<file path="config.mk">
export PLATFORM = sky130hd
export DESIGN_NAME = goldseq_sched
export DESIGN_NICKNAME = d
export VERILOG_FILES = /design/src/rtl/goldseq_sched.sv
export SDC_FILE = /design/constraint.sdc
export NUM_CORES = 1
export LEC_CHECK = 0
export ABC_AREA = 1
export ABC_CLOCK_PERIOD_IN_PS = 2400
export BUFFER_PORTS_ARGS = -buffer_cell sky130_fd_sc_hd__buf_2
export CORE_MARGIN = 10
export CORE_UTILIZATION = 53
export DETAILED_ROUTE_END_ITERATION = 12
export PLACE_DENSITY = 0.85
export SLEW_MARGIN = 20
export SYNTH_ARGS = -nofsm -noshare
export SYNTH_HDL_FRONTEND = slang
export SYNTH_SLANG_ARGS = --single-unit
</file>
<file path="constraint.sdc">
create_clock -name i_clk -period 2.4 [get_ports i_clk]
set_clock_uncertainty 0.15 [all_clocks]
set_input_delay 0.48 -clock i_clk [delete_from_list [all_inputs] [get_ports i_clk]]
set_output_delay 0.48 -clock i_clk [all_outputs]
set_load 0.01 [all_outputs]
</file>
<file path="src/rtl/goldseq_sched.sv">
// goldseq_sched: arbitrates the DMRS hypothesis search and the PBCH descrambler onto the shared gold-sequence generator.
// Optional run watchdog is enabled by defining GOLDSEQ_TIMEOUT_EN (adds parameter TMO_CYC and port o_err_timeout).
module goldseq_sched #(
    parameter int MPN     = 288,
    parameter int NUM_HYP = 8
`ifdef GOLDSEQ_TIMEOUT_EN
    ,
    parameter int TMO_CYC = 4095
`endif
) (
    input  logic       i_clk,
    input  logic       i_rst,
    input  logic [9:0] i_ncellid,
    input  logic       i_ncellid_valid,
    input  logic       i_dmrs_req,
    output logic       o_dmrs_gnt,
    output logic       o_dmrs_done,
    input  logic       i_scr_req,
    input  logic [1:0] i_scr_issb,
    input  logic       i_scr_stall,
    output logic       o_scr_gnt,
    output logic       o_scr_done,
    output logic       o_gen_sel,
    output logic [9:0] o_gen_ncellid,
    output logic [1:0] o_gen_issb,
    output logic       o_gen_n_hf,
    output logic       o_gen_start,
    output logic       o_gen_flag,
    input  logic       i_gen_valid,
    input  logic       i_gen_done,
    output logic [2:0] o_hyp_idx,
    output logic [8:0] o_bit_cnt,
    output logic       o_cnt_err,
`ifdef GOLDSEQ_TIMEOUT_EN
    output logic       o_err_timeout,
`endif
    output logic       o_busy
);

    localparam logic [8:0] MPN_W    = 9'(MPN);
    localparam logic [2:0] HYP_LAST = 3'(NUM_HYP - 1);

    // IDLE wait | LOAD config | START pulse | RUN count bits | NEXT hypothesis step | DONE job end
    typedef enum logic [2:0] {S_IDLE, S_LOAD, S_START, S_RUN, S_NEXT, S_DONE} state_t;

    state_t     r_state, w_state_nxt;
    logic       r_cell_ok, r_last_scr, r_sel;
    logic [9:0] r_ncid_shadow;
    logic       w_go, w_pick_scr, w_more_hyp, w_load, w_sel_load, w_tmo;
    logic [2:0] w_hyp_load;
    logic [8:0] w_cnt_fin;

    assign w_go       = r_cell_ok && (i_dmrs_req || i_scr_req);
    assign w_pick_scr = i_scr_req && (!i_dmrs_req || !r_last_scr);
    assign w_more_hyp = !r_sel && (o_hyp_idx < HYP_LAST);
    assign w_load     = ((r_state == S_IDLE) && w_go) || ((r_state == S_NEXT) && w_more_hyp);
    assign w_sel_load = (r_state == S_IDLE) ? w_pick_scr : r_sel;
    assign w_hyp_load = (r_state == S_IDLE) ? 3'd0 : o_hyp_idx + 3'd1;
    // Final count includes a gen_valid arriving together with gen_done.
    assign w_cnt_fin  = (i_gen_valid && (o_bit_cnt != 9'h1FF)) ? o_bit_cnt + 9'd1 : o_bit_cnt;

`ifdef GOLDSEQ_TIMEOUT_EN
    localparam logic [11:0] TMO_M1 = 12'(TMO_CYC - 1);
    logic [11:0] r_wdog;
    assign w_tmo = (r_wdog == TMO_M1) && !i_gen_done;
`else
    assign w_tmo = 1'b0;
`endif

    always_ff @(posedge i_clk or posedge i_rst) begin
        if (i_rst) r_state <= S_IDLE;
        else       r_state <= w_state_nxt;
    end

    always_comb begin
        w_state_nxt = r_state;
        case (r_state)
            S_IDLE:  if (w_go) w_state_nxt = S_LOAD;
            S_LOAD:  w_state_nxt = S_START;
            S_START: w_state_nxt = S_RUN;
            S_RUN: begin
                if (i_gen_done) w_state_nxt = S_NEXT;
                else if (w_tmo) w_state_nxt = S_DONE;
            end
            S_NEXT:  w_state_nxt = w_more_hyp ? S_LOAD : S_DONE;
            S_DONE:  w_state_nxt = S_IDLE;
            default: w_state_nxt = S_IDLE;
        endcase
    end

    always_comb begin
        o_gen_start = (r_state == S_START);
        o_gen_flag  = (r_state == S_RUN) && r_sel && !i_scr_stall && (o_bit_cnt < MPN_W);
        o_dmrs_done = (r_state == S_DONE) && !r_sel;
        o_scr_done  = (r_state == S_DONE) && r_sel;
        o_busy      = (r_state != S_IDLE);
        o_gen_sel   = r_sel;
    end

    always_ff @(posedge i_clk or posedge i_rst) begin
        if (i_rst) begin
            r_cell_ok     <= 1'b0;
            r_last_scr    <= 1'b1;
            r_sel         <= 1'b0;
            r_ncid_shadow <= '0;
            o_gen_ncellid <= '0;
            o_gen_issb    <= '0;
            o_gen_n_hf    <= 1'b0;
            o_dmrs_gnt    <= 1'b0;
            o_scr_gnt     <= 1'b0;
            o_hyp_idx     <= '0;
            o_bit_cnt     <= '0;
            o_cnt_err     <= 1'b0;
`ifdef GOLDSEQ_TIMEOUT_EN
            o_err_timeout <= 1'b0;
            r_wdog        <= '0;
`endif
        end else begin
            if (i_ncellid_valid) begin
                r_ncid_shadow <= i_ncellid;
                r_cell_ok     <= 1'b1;
            end
            if (w_load) begin
                o_gen_ncellid <= r_ncid_shadow;
                o_gen_issb    <= w_sel_load ? i_scr_issb : w_hyp_load[1:0];
                o_gen_n_hf    <= w_sel_load ? 1'b0 : w_hyp_load[2];
                o_hyp_idx     <= w_hyp_load;
                o_bit_cnt     <= '0;
            end
            case (r_state)
                S_IDLE: if (w_go) begin
                    r_sel      <= w_pick_scr;
                    o_dmrs_gnt <= !w_pick_scr;
                    o_scr_gnt  <= w_pick_scr;
                    o_cnt_err  <= 1'b0;
`ifdef GOLDSEQ_TIMEOUT_EN
                    o_err_timeout <= 1'b0;
`endif
                end
`ifdef GOLDSEQ_TIMEOUT_EN
                S_START: r_wdog <= '0;
`endif
                S_RUN: begin
                    if (i_gen_valid && (o_bit_cnt != 9'h1FF)) o_bit_cnt <= o_bit_cnt + 9'd1;
                    if (i_gen_done && (w_cnt_fin != MPN_W)) o_cnt_err <= 1'b1;
`ifdef GOLDSEQ_TIMEOUT_EN
                    r_wdog <= r_wdog + 12'd1;
                    if (w_tmo) o_err_timeout <= 1'b1;
`endif
                end
                S_DONE: begin
                    o_dmrs_gnt <= 1'b0;
                    o_scr_gnt  <= 1'b0;
                    r_last_scr <= r_sel;
                    o_hyp_idx  <= '0;
                end
                default: ;
            endcase
        end
    end

endmodule

</file>
* After elaboration in Yosys (flattened, before gate mapping)
Cells that the tools add are included.
** Storage, ports and cells
- Flip-flop bits (word level) :: 44
- Bits of input ports :: 20
- Output and inout port bits :: 34
- Logic and storage cells :: 77
** Cells by class
- Add/subtract/negate cells :: 2
- Magnitude comparators :: 2
- Eq/ne operators :: 10
- Muxes and demuxes :: 21
- Reductions and logical operators :: 29
** Operators by type and width (count)
- 9-bit two-way mux :: 4
- 3-bit two-way mux :: 6
- 9-bit != test (second input constant) :: 2
- 3-bit case mux with 5 select lines :: 1
- 1-bit logical AND :: 12
- 9-bit by 1-bit adder with 9-bit output (second input constant) :: 1
- 9-bit < comparator (second input constant) :: 1
- 3-bit by 2-bit == test with 1-bit output (second input constant) :: 2
- 3-bit == test (second input constant) :: 2
- 1-bit two-way mux :: 6
- 1-bit case mux with 2 select lines :: 3
- 2-bit AND reduction :: 3
- 2-bit nonzero test :: 3
- 1-bit logical NOT :: 5
- 2-bit != test (second input constant) :: 2
- 3-bit by 1-bit adder with 3-bit output (second input constant) :: 1
- 3-bit by 1-bit == test with 1-bit output (second input constant) :: 1
- 3-bit logical NOT :: 1
- 1-bit logical OR :: 3
- 3-bit < comparator (second input constant) :: 1
- 3-bit AND reduction :: 1
- 3-bit nonzero test :: 1
- 2-bit two-way mux :: 1
- 2-bit by 1-bit != test with 1-bit output (second input constant) :: 1

* Logic depth before layout (Yosys ltp)
Gate-level depths: netlist of run 1.
- Word-level depth :: 7
- Gate-level depth with buffers :: 15
- Mapped depth without buffers :: 15

* Worst setup path after synthesis of run 1
OpenSTA, ideal clock, no wires.
- Path type :: register to register
- Start point :: register o_bit_cnt[0]
- End point :: register o_cnt_err
- Library setup time :: 0.117 ns
- Arrival time :: 1.795 ns
- Required time :: 2.133 ns
- Slack :: 0.338 ns
- Cell stages (with the launch flop) :: 13
- Clock period less this slack :: 2.062 ns
- Cell sequence :: dfrtp_1 ha_1 nand3_1 nor4_1 ha_1 nor2_2 inv_1 nor2_4 a21oi_1 a21oi_1 nand2_1 nand3_1 nand2_1
** Between the ends
- Word-level cells in the longest chain between the ends :: 7
** RTL lines
- start, declared :: RTL line 32 : output logic [8:0] o_bit_cnt,
- start signal, assigned :: RTL line 144 : if (i_gen_valid && (o_bit_cnt != 9'h1FF)) o_bit_cnt <= o_bit_cnt + 9'd1;
- branches (longest 2 deep; another with 9-bit by 1-bit adder with 9-bit output)
- 9-bit two-way mux (*) :: RTL line 60 : assign w_cnt_fin = (i_gen_valid && (o_bit_cnt != 9'h1FF)) ? o_bit_cnt + 9'd1 : o_bit_cnt;
- 9-bit != test (*) :: RTL line 145 : if (i_gen_done && (w_cnt_fin != MPN_W)) o_cnt_err <= 1'b1;
- 1-bit logical AND (*) :: RTL line 145
- 2-bit by 1-bit != test with 1-bit output (no line) (*)
- 3-bit AND reduction (no line) (*)
- end signal, assigned :: RTL line 113 : o_cnt_err <= 1'b0;
- end signal, assigned :: RTL line 135 : o_cnt_err <= 1'b0;
- end signal, assigned :: RTL line 145
- end, declared :: RTL line 33 : output logic o_cnt_err,
Every way passes the cells marked *.
A chain may end at the register's enable or synchronous reset.

* Worst setup path after layout of run 1
- Start point :: register o_bit_cnt[1]
- End point :: register o_cnt_err
The elaborated chain is that of the path after synthesis.

==> impl_summary.txt, run 1 <==
----------------------------------------------------
[Outcome]
  Status ... finished, final reports clean

[Cells and area]
  Layout-stage area growth over the synthesis result ... 20.9%
  Antenna cells ... 0
  Fraction of the core area covered by cells at the end of the flow ... 65.7%
  Final net count ... 341
  Final design area excluding fillers ... about 2600 um2
  Share of layout cells above drive strength 1 ... between 20 and 30%

[Yosys]
  Simple logic cell fraction of the synthesized area ... 27.3%
  Count of unique library cells instantiated by Yosys ... 27
  Part of the Yosys area used for sequential elements ... slightly above 50%
  Register bit total from synthesis ... 44
  Synthesized netlist cell count ... 258
  Post-synthesis cell area ... between 2000 and 2500 um2
  Synth warnings ... 0
  Largest family of logic cells by synthesized area ... simple AND/OR/NAND/NOR gates
  Parity-gate share of the synthesized area counting xor and xnor cells ... around 1.2%
  Share of synthesized cell area in full adder, half adder and majority cells ... under 10%
  Multiplexer area fraction after synthesis ... 0%
  Net count of the mapped netlist ... ~280
  Fraction of the mapped netlist area in compound gates ... between 10% and 20%
  Syn_area_per_cell ... 8.36 um2

[Global routing]
  Via count of the first global-routing pass ... roughly 1.9k
  Antenna violations before repair ... 0
  Overflow left after global routing ... 0
  Fraction of met1 tracks used by global routing ... roughly 17%
  GRT Overall Usage ... between 10% and 20%
  Pin count of the biggest net entering global routing ... 29
  GR peak layer ... met2
  First-pass GRT wire length ... 8540 um
  Grt met2 use ... 22.9%
  Met3 track utilization from global routing ... roughly 6.1%

[Critical path]
  Worst endpoint data arrival time ... around 2300 ps
  CP Data Required Time ... roughly 2400 ps
  Critical Path End Type ... flop
  Worst setup SP type ... flop
  Largest fanout on the critical path ... 6
  Worst setup path category ... flop to flop

[Clocking]
  Number of clock buffers inserted by TritonCTS ... 5
  Depth of the CTS H-tree ... 2
  Clock sink count ... 44
  Clock latency at the later pin of the worst-skew pair ... about 300 ps
  Clock transition at the registers of the reported paths ... about 90 ps
  Clock tree from TritonCTS ... built
  CTS Hold Buffers Added ... 0
  CTS root buffer ... clkbuf_8
  Clock Tree Buf Depth ... 2

[Floorplanning]
  Top-Level Pins ... 54
  Row cnt ... 23
  Die Height ... roughly 84 um
  Core region area ... about 4000 um2
  Die X-Extent ... 83.8 um
  Initial core utilization ... approximately 54%
  Die area ... about 7000 um2

[Timing]
  Worst setup slack after layout ... between 150 and 200 ps
  Achievable Freq ... about 450 MHz
  Final critical delay including setup and external delays ... roughly 2200 ps
  Number of endpoints with negative hold slack in the final report ... 0
  Max Slew Vio Count ... 0
  Fin crit share ... just over 90%
  Number of setup violations in the final report ... 0
  Worst hold slack across all endpoints ... 112 ps
  Slew at the pin with the worst max-slew slack ... between 900 and 1000 ps
  Worst max-slew margin expressed relative to the limit ... between 30% and 40%

[Place]
  GP Congestion ... between 0.9 and 1
  Total half-perimeter wirelength after legalization and detailed placement ... between 3000 and 4000 um
  Input/output buffers ... 53
  Pre-CTS setup slack ... between 150 and 200 ps
  Dpl cell area ... 2470 um2

[Drt]
  Number of remaining DRC errors ... 0
  Average detailed-routed wire length per instance ... 13.5 um
  Count of routing violations after the opening detailed-route iteration ... 122
  Drt total wl ... ~5000 um
  Post-route ant nets ... 0
  Via count of the routed design ... about 1.9k
  Via density per instance ... between 5 and 6
  Detailed Routing Iterations Pass 1 ... 4

[Worst hold path]
  Type of the worst min-delay path ... input port to async pin

[Pwr]
  Power per standard cell area ... around 1100 nW/um2
  Peak supply drop ... about 0.66 mV
  Leakage ... roughly 1.4 nW

[Job]
  Reported max-cap violation count ... 0

----------------------------------------------------
[state kept, by name (all words and copies together), names as in the netlist]
register	cells
r_last_scr	1
o_hyp_idx	3
o_cnt_err	1
r_ncid_shadow	10
o_gen_sel	1
o_bit_cnt	9
o_scr_gnt	1
r_state	3
o_gen_n_hf	1
r_cell_ok	1
o_gen_ncellid	10
o_dmrs_gnt	1
o_gen_issb	2
[cell usage in the layout, fill, tap and decap left out, types with 2 or more instances in the layout]
cell type / n
nor2_1: 17
clkbuf_8: 5
o21ai_0: 16
nand3_1: 12
xor2_1: 3
nor3_1: 3
a21oi_1: 5
nand2_4: 4
nor2_4: 3
buf_4: 4
ha_1: 2
buf_2: 53
o22ai_1: 3
o21ai_2: 5
o21ai_1: 5
nand2_1: 89
dfrtp_1: 43
inv_1: 29
o31ai_1: 2
nor4_1: 2
[kinds of logic (layout without fill, tap and decap cells)]
family	after synthesis	in the layout
compound gates	38	38
xor+xnor	3	3
fa+ha+maj	3	3
buf+inv	37	98
flops	44	44
simple gates	133	133
[through the flow]
step | TNS [ps] | power (W) | std cells
3_3_place_gp | 0 | 0.00234 | 360
2_1_floorplan | 0 | 0.00202 | 258
4_1_cts | 0 | 0.00296 | 368
3_5_place_dp | 0 | 0.00239 | 360
5_1_grt | -9.85 | 0.00318 | 369
6_report | 0 | 0.00293 | 369
[cells in the mapped netlist]
cell | number | area [um2]
inv_2 | 1 | 3.75
dfstp_2 | 1 | 26.3
nand2_1 | 89 | 334
inv_1 | 30 | 113
o31ai_1 | 2 | 15.0
nand2_4 | 4 | 45.0
nor2_2 | 1 | 6.26
o21ai_2 | 5 | 43.8
xor2_1 | 3 | 26.3
o22ai_1 | 3 | 18.8
a31oi_1 | 1 | 6.26
nor3_1 | 4 | 20.0
nand3_4 | 1 | 17.5
ha_1 | 3 | 37.5
o21ai_0 | 16 | 80.1
buf_6 | 3 | 33.8
inv_6 | 1 | 8.76
nor2_4 | 2 | 22.5
o21ai_1 | 5 | 25.0
a21oi_1 | 5 | 25.0
clkbuf_1 | 1 | 3.75
nor2_1 | 17 | 63.8
nand3_1 | 12 | 60.1
dfrtp_1 | 43 | 1080
nor4_1 | 3 | 18.8
inv_4 | 1 | 6.26
o22ai_4 | 1 | 20.0
[path summary, 6_finish.rpt]
check	from	end	slack, ps	depth (start not counted)
worst max-delay path	o_bit_cnt[1]	o_cnt_err	160	11
min in group i_clk	i_ncellid[5]	r_ncid_shadow[5]	230	3
max in group asynchronous	i_rst	o_cnt_err	1360	3
worst max register to register	o_bit_cnt[1]	o_cnt_err	160	11
worst min register to register	r_ncid_shadow[6]	r_ncid_shadow[6]	320	2
worst min-delay path	i_rst	o_gen_ncellid[1]	110	2
[area by class of cell]
type	instances	area, um2
sequential	44	1100
inverter	33	131
tap	50	62.6
fill	344	1360
multi-input combinational	177	905
clock buffer	5	68.8
clock inverter	3	42.5
timing repair buffer	57	295
[layer usage]
metal  up-vias  wire, um
met5         -         0
met3        14       383
met2        65      2360
met4         0       125
met1       852      2110
li1        933         -
[report_power, final]
group,internal [W],switching (W),leakage (nW)
clock,0.000308,0.000252,0.0541
combinational,0.000451,0.000788,0.789
sequential,0.000962,0.000173,0.555
total,0.00172,0.00121,1.40
[worst max-delay path, cell delays in order (launching register included)]
cell and delay, ps:
dfrtp_1 420, ha_2 240, nand3_1 150, nor4_2 170, ha_1 230, nor2_4 70
nor3_1 210, nand3_1 130, a21oi_1 150, nand2_1 80, nand3_1 70, nand2_1 60
[timing repair]
action | in CTS | in global routing
endpoints found under the hold margin | 0 | 0
setup buffers | 0 | 1
gates resized for setup | 0 | 4
endpoints found under the setup margin | 0 | 2
No activity file was read; power rests on OpenSTA's default activity.
==> inputs of run 2 (changes only) <==
- ABC_AREA: 1 -> default
- CAP_MARGIN: default -> 5
- CTS_CLUSTER_DIAMETER: default -> 100
- PLACE_DENSITY: 0.85 -> 0.84
==> run 2 against run 1 <==
Sequential cell count unchanged. Total power decreased by 2.6%. First-iteration DRC count increased by 17%. Combinational power decreased by 14%. Clock-buffer cell count increased by 2. Clock power increased by 11%. Die area increased by 1.8%. Sequential power about the same. Worst setup slack got worse by 17 ps.
==> impl_summary.txt, run 2 <==
----------------------------------------------------
[Drt]
  Post-route ant nets ... 0 (unchanged)
  Via count of the routed design ... 1785 (-4.2%)
  Via density per instance ... 5.48 (+8.4%)
  Drt total wl ... 5300 um (+6.4%)
  Count of routing violations after the opening detailed-route iteration ... 143 (+17%)
  Detailed Routing Iterations Pass 1 ... 4 (unchanged)
  Average detailed-routed wire length per instance ... 16.3 um (+20%)
  Number of remaining DRC errors ... 0 (unchanged)

[Clocking]
  Depth of the CTS H-tree ... 2 (unchanged)
  Clock latency at the later pin of the worst-skew pair ... 300 ps (about the same)
  Clock Tree Buf Depth ... 2 (unchanged)
  Clock tree from TritonCTS ... built
  Post-CTS Setup Inserts ... 0 (unchanged)
  Clock transition at the registers of the reported paths ... 80 ps (about the same)
  CTS root buffer ... clkbuf_8
  Clock sink count ... 44 (unchanged)
  Number of clock buffers inserted by TritonCTS ... 5 (unchanged)
  CTS Hold Buffers Added ... 0 (unchanged)

[Yosys]
  Syn_area_per_cell ... 9.99 um2 (+19%)
  Post-synthesis cell area ... 2210 um2 (+2.3%)
  Most frequent cell after synthesis ... nand2_1
  Leading register cell type out of synthesis ... dfrtp_1
  Fraction of synthesis flops using an asynchronous set or reset pin ... 100% (unchanged)
  Synthesized netlist cell count ... 221 (-14%)
  Count of unique library cells instantiated by Yosys ... 51 (+89%)
  Register bit total from synthesis ... 44 (unchanged)
  Most frequent cells after synthesis ... nand2_1, dfrtp_1, nor2_1
  Synth top area cells ... dfrtp_1, nand2_1, mux2_2
  Largest area contributor in the synthesized netlist ... dfrtp_1
  Part of the Yosys area used for sequential elements ... 49.9% (-1.2 points)
  Net count of the mapped netlist ... 244 (-13%)
  Share of the synthesized area in the top cell type ... 48.8% (-1.1 points)
  Synth warnings ... 0 (unchanged)
  Number of enable-type register cells in the synthesized netlist ... 0 (unchanged)

[Timing]
  Number of setup violations in the final report ... 0 (unchanged)
  Number of endpoints with negative hold slack in the final report ... 0 (unchanged)
  Final sum of negative setup slack ... 0 ps (unchanged)
  Unrepaired setup endpoints after global routing ... false
  Worst max-slew margin expressed relative to the limit ... 44.0% (+6.9 points)
  Slew at the pin with the worst max-slew slack ... 835 ps (-103 ps)
  Achievable Freq ... 444 MHz (-0.74%)
  Final critical delay including setup and external delays ... 2250 ps (+16.7 ps)
  Max Slew Vio Count ... 0 (unchanged)
  Fin crit share ... 93.8% (+0.70 points)

[Cells and area]
  Share of layout cells above drive strength 1 ... 34.4% (+7.5 points)
  Regs by FF count ... o_gen_ncellid x10, r_ncid_shadow x10, o_bit_cnt x9
  Fraction of the core area covered by cells at the end of the flow ... 65.2% (-0.50 points)
  Antenna cells ... 0 (unchanged)
  Final design area excluding fillers ... 2630 um2 (+0.67%)
  Most frequent cells in the layout ... nand2_1, buf_2, dfrtp_1
  Layout-stage area growth over the synthesis result ... 18.9%
  Final net count ... 298 (-13%)
  Finished Layout Cells ... 326 (-12%)

[Floorplanning]
  Die Height ... 84.5 um (+0.88%)
  Die X-Extent ... 84.5 um (+0.88%)
  Row cnt ... 23 (unchanged)
  Top-Level Pins ... 54 (unchanged)
  Core region area ... 4030 um2 (+1.4%)
  Initial core utilization ... 54.8% (+0.47 points)
  Die area ... 7150 um2 (+1.8%)

[Critical path]
  Critical Path Slowest Stage Cell ... dfrtp_1
  Critical Path End Type ... flop
  Max stage delay on crit path ... 420 ps (about the same)
  Worst setup path category ... flop to flop
  CP Data Required Time ... 2430 ps (about the same)
  Kind of cell adding the most delay to the critical path ... simple AND/OR/NAND/NOR gates
  Largest fanout on the critical path ... 7 (+1)
  Worst setup SP type ... flop
  Cell with the most instances on the worst path ... nand3_1
  Worst endpoint data arrival time ... 2290 ps (about the same)
  Critical Path, Cell by Cell ... ha_2 > nand3_1 > nor2_1 > ha_1 > nand2b_2 > nand3_1 > a22o_1 > nor4_2 > a211oi_1
  Buffers & Inverters on Critical Path ... 0 (unchanged)

[Pwr]
  Power per standard cell area ... 1090 nW/um2 (-3.3%)
  Post-layout power ... 0.00286 W (-2.6%)
  Leakage ... 1.25 nW (-10%)
  Peak supply drop ... 0.496 mV (-24%)

[Global routing]
  Pin count of the biggest net entering global routing ... 25 (-14%)
  First-pass GRT wire length ... 8940 um (+4.7%)
  Antenna violations before repair ... 0 (unchanged)
  Via count of the first global-routing pass ... 1837 (-3.6%)
  GRT Overall Usage ... 15.1% (+0.73 points)
  Overflow left after global routing ... 0 (unchanged)

[Worst hold path]
  Type of the worst min-delay path ... input port to async pin

[Place]
  Input/output buffers ... 53 (unchanged)
  Total half-perimeter wirelength after legalization and detailed placement ... 3810 um (about the same)
  GP Congestion ... 0.925 (+2.5%)
  Dpl cell area ... 2490 um2 (+0.86%)
  Count of placed standard cells including taps ... 318 (-12%)

[Outcome]
  Status ... finished, final reports clean

[Job]
  Reported max-cap violation count ... 0 (unchanged)

----------------------------------------------------
## run 2: cell types whose count changed after synthesis, moves of 6 or more
cell and delta:
nand2_1 -36, o21ai_0 -6, inv_1 -27, nand3_1 -8, mux2_2 +12
## run 2: path summary, 6_finish.rpt
| check | depth (start not counted) | startpoint | end | slack (ps) |
|---|---|---|---|---|
| worst max register to register | 9 | o_bit_cnt[1] | o_cnt_err | 150 |
| worst max-delay path | 9 | o_bit_cnt[1] | o_cnt_err | 150 |
| max in group asynchronous | 3 | i_rst | r_last_scr | 1400 |
| worst min register to register | 2 | r_ncid_shadow[1] | o_gen_ncellid[1] | 320 |
| worst min-delay path | 2 | i_rst | o_bit_cnt[2] | 80 |
| min in group i_clk | 2 | i_ncellid[5] | r_ncid_shadow[5] | 260 |
## run 2: cell families after synthesis
| kind of cell | Yosys count | share of synthesized area (%) |
|---|---|---|
| flops | 44 | 49.9 |
| fa+ha+maj | 3 | 1.70 |
| simple gates | 103 | 23.2 |
| xor+xnor | 3 | 1.53 |
| compound gates | 41 | 11.7 |
| mux | 13 | 7.14 |
| buf+inv | 14 | 4.76 |
## run 2: layer usage
metal  track usage, %  wire length (um)
met1             17.3              2200
met2             24.4              2600
met3             5.80               400
met4             6.59                93
met5                0                 0
## run 2: area by class of cell
cell class	count	area, um2
repair buffers	58	315
well taps	50	62.6
clock buffers	7	96.3
flip-flops and latches	44	1100
fillers	339	1400
clock inverters	1	30.0
inverters	3	11.3
multi-input cells	163	1000
## run 2: through the flow
stage / setup slack [ps] / hold WS, ps
final: 148 / 82.6
after detailed placement: 43.1 / 306
after global routing: 13.3 / 123
after floorplan: 171 / 285
after global placement: 209 / 292
after CTS: 39.0 / 98.5
## run 2: what timing repair did
action	4_1_cts	5_1_grt
hold endpoints to repair	0	0
resized for setup	1	3
endpoints found under the setup margin	1	7
## run 2: power by group
part / internal (W) / switching [W] / total [W]
Sequential: 0.000956 / 0.000211 / 0.00117
Clock: 0.000367 / 0.000254 / 0.000621
Combinational: 0.000444 / 0.000625 / 0.00107
==> inputs of run 3 (changes only) <==
--- a/config.mk
+++ b/config.mk
@@ -7,3 +7,3 @@
 export LEC_CHECK = 0
-export ABC_CLOCK_PERIOD_IN_PS = 2400
+export ABC_CLOCK_PERIOD_IN_PS = 2100
 export BUFFER_PORTS_ARGS = -buffer_cell sky130_fd_sc_hd__buf_2
==> constraint.sdc (replaced) <==
create_clock -name i_clk -period 2.1 [get_ports i_clk]
set_clock_uncertainty 0.15 [all_clocks]
set_input_delay 0 -clock i_clk [delete_from_list [all_inputs] [get_ports i_clk]]
set_output_delay 0 -clock i_clk [all_outputs]
set_load 0.01 [all_outputs]
==> run 3 against run 2 <==
Worst hold slack worse by 1.8 ps. Register-to-register slack got worse by 80 ps. Via count up 12%. Critical path type unchanged. Clock-buffer cell count is 2 lower. Critical path depth unchanged. Die area unchanged. Sequential cell count did not move. Highest routed layer unchanged. Largest power group is now combinational logic.
==> impl_summary.txt, run 3 (synthesis gave the netlist of run 2 again) <==
----------------------------------------------------
[Clocking]
  Clock transition at the registers of the reported paths ... 100 ps (+20 ps)
  Clock latency at the later pin of the worst-skew pair ... 320 ps (+20 ps)
  CTS root buffer ... clkbuf_8
  Number of clock buffers inserted by TritonCTS ... 5 (unchanged)
  Clock sink count ... 44 (unchanged)
  Clock tree from TritonCTS ... built
  Depth of the CTS H-tree ... 2 (unchanged)
  Clock Tree Buf Depth ... 2 (unchanged)

[Drt]
  Drt total wl ... 6150 um (+16%)
  Number of remaining DRC errors ... 0 (unchanged)
  Post-route ant nets ... 0 (unchanged)
  Count of routing violations after the opening detailed-route iteration ... 115 (-20%)
  Detailed Routing Iterations Pass 1 ... 4 (unchanged)
  Via count of the routed design ... 1991 (+12%)
  Average detailed-routed wire length per instance ... 16.7 um (+2.6%)
  Via density per instance ... 5.40 (-1.5%)

[Floorplanning]
  Initial core utilization ... 54.8% (unchanged)
  Die X-Extent ... 84.5 um (unchanged)
  Top-Level Pins ... 54 (unchanged)
  Die area ... 7150 um2 (unchanged)
  Die Height ... 84.5 um (unchanged)
  Row cnt ... 23 (unchanged)
  Core region area ... 4030 um2 (unchanged)

[Place]
  Input/output buffers ... 53 (unchanged)
  GP Congestion ... 0.960 (+3.8%)
  Count of placed standard cells including taps ... 330 (+3.8%)
  Total half-perimeter wirelength after legalization and detailed placement ... 3920 um (+3.0%)

[Timing]
  Final sum of negative setup slack ... 0 ps (unchanged)
  Fin crit share ... 96.8% (+3.0 points)
  Max Slew Vio Count ... 0 (unchanged)
  Worst max-slew margin expressed relative to the limit ... 70.3% (+26 points)
  Slew at the pin with the worst max-slew slack ... 445 ps (-390 ps)
  Worst hold slack across all endpoints ... 80.8 ps (-1.78 ps)
  Unrepaired setup endpoints after global routing ... true
  Achievable Freq ... 492 MHz (+11%)
  Number of endpoints with negative hold slack in the final report ... 0 (unchanged)
  Number of setup violations in the final report ... 0 (unchanged)
  Final critical delay including setup and external delays ... 2030 ps (-219 ps)

[Worst hold path]
  Type of the worst min-delay path ... input port to flop

[Critical path]
  Buffers & Inverters on Critical Path ... 0 (unchanged)
  Worst endpoint data arrival time ... 2080 ps (-210 ps)
  Worst setup path category ... flop to flop
  Kind of cell adding the most delay to the critical path ... simple AND/OR/NAND/NOR gates
  CP Data Required Time ... 2140 ps (-290 ps)
  Largest fanout on the critical path ... 3 (-4)
  Worst setup SP type ... flop
  Critical Path End Type ... flop
  Max stage delay on crit path ... 440 ps (+20 ps)
  Critical Path, Cell by Cell ... ha_4 > nand3_4 > nor2_4 > ha_4 > nor2b_4 > nand4b_1 > a22o_1 > nor4_2 > a211oi_1
  Cell with the most instances on the worst path ... ha_4
  Critical Path Slowest Stage Cell ... dfrtp_2

[Cells and area]
  Finished Layout Cells ... 369 (+13%)
  Fraction of the core area covered by cells at the end of the flow ... 75.3% (+10 points)
  Regs by FF count ... o_gen_ncellid x10, r_ncid_shadow x10, o_bit_cnt x9
  Most frequent cells in the layout ... nand2_1, buf_2, dfrtp_1
  Filler Cells Inserted ... 281 (-17%)
  Share of layout cells above drive strength 1 ... 37.3% (+2.9 points)
  Final net count ... 341 (+14%)
  Antenna cells ... 0 (unchanged)
  Layout-stage area growth over the synthesis result ... 37.4%

[Pwr]
  Sw Pwr ... 0.00135 W (+24%)
  Leakage ... 1.44 nW (+15%)
  Post-layout power ... 0.00333 W (+17%)
  Clock network fraction of total power ... 17.4% (-4.3 points)
  Peak supply drop ... 0.659 mV (+33%)
  Part of the power in registers ... 39.5% (-1.3 points)
  Combinational share of power ... 43.1% (+5.7 points)
  Internal power ... 0.00198 W (+12%)
  Net Sw Frac ... 40.5% (+2.4 points)
  Power per standard cell area ... 1100 nW/um2 (+1.1%)

[Global routing]
  Overflow left after global routing ... 0 (unchanged)
  GRT Overall Usage ... 16.9% (+1.8 points)
  First-pass GRT wire length ... 9990 um (+12%)
  Pin count of the biggest net entering global routing ... 25 (unchanged)
  Via count of the first global-routing pass ... 1994 (+8.5%)
  Antenna violations before repair ... 0 (unchanged)

[Outcome]
  Status ... finished, final reports clean

[Job]
  Reported max-cap violation count ... 0 (unchanged)

----------------------------------------------------
-- run 3: power groups by stage --
stage                     Clock [W]  Sequential [W]  Combinational (W)
after CTS                  0.000582         0.00131            0.00138
final                      0.000580         0.00132            0.00144
after detailed placement          0         0.00132            0.00132
after global placement            0         0.00131            0.00130
after global routing       0.000621         0.00135            0.00159
after floorplan                   0         0.00136           0.000799
-- run 3: path summary, 6_finish.rpt --
path	start	endpoint	slack (ps)	cells after the start
hold reg to reg	r_ncid_shadow[6]	o_gen_ncellid[6]	330	2
hold / removal	i_gen_valid	o_bit_cnt[8]	80	6
setup reg to reg	o_bit_cnt[0]	o_cnt_err	70	9
max in group asynchronous	i_rst	r_last_scr	610	5
min in group asynchronous	i_rst	o_bit_cnt[3]	540	4
setup / recovery	o_bit_cnt[0]	o_cnt_err	70	9
-- run 3: final cells by class --
class                      count  area [um2]  share of cell area (%)
clock buffer                   5        68.8                    2.27
clock inverter                 3        26.3                   0.866
inverter                       3        11.3                   0.371
multi-input combinational    163        1070                    35.4
sequential                    44        1100                    36.4
tap                           50        62.6                    2.06
timing repair buffer         101         688                    22.7
-- run 3: per-layer routing --
| metal | vias to the layer above | global-route usage, % | share of wire (%) |
|---|---|---|---|
| li1 | 960 | - | - |
| met1 | 974 | 18.3 | 40 |
| met2 | 45 | 29.4 | 52 |
| met3 | 12 | 6.47 | 6.8 |
| met4 | 0 | 5.39 | 1.9 |
| met5 | - | 0 | 0 |
-- run 3: through the flow --
stage	area (um2)	setup slack, ps
global placement	2580	104
finish	3030	67.0
detailed placement	2580	31.3
CTS	2940	9.96
floorplan	2220	23.0
global route	3030	-39.9
-- run 3: worst reg2reg max path, stage by stage (launching register included) --
cell      delay, ps
dfrtp_2         440
ha_4            170
nand3_4          90
nor2_4           40
ha_4            160
nor2b_4         120
nand4b_1        110
a22o_1          240
nor4_2          280
a211oi_1        100
-- run 3: timing repair --
action / in CTS / in global routing
buffers inserted: 0 / 6
resized for setup: 1 / 10
setup endpoints to repair: 1 / 5
pin swaps: 0 / 6
hold endpoints to repair: 61 / 0
cloned: 0 / 0
hold buffers: 25 / 0
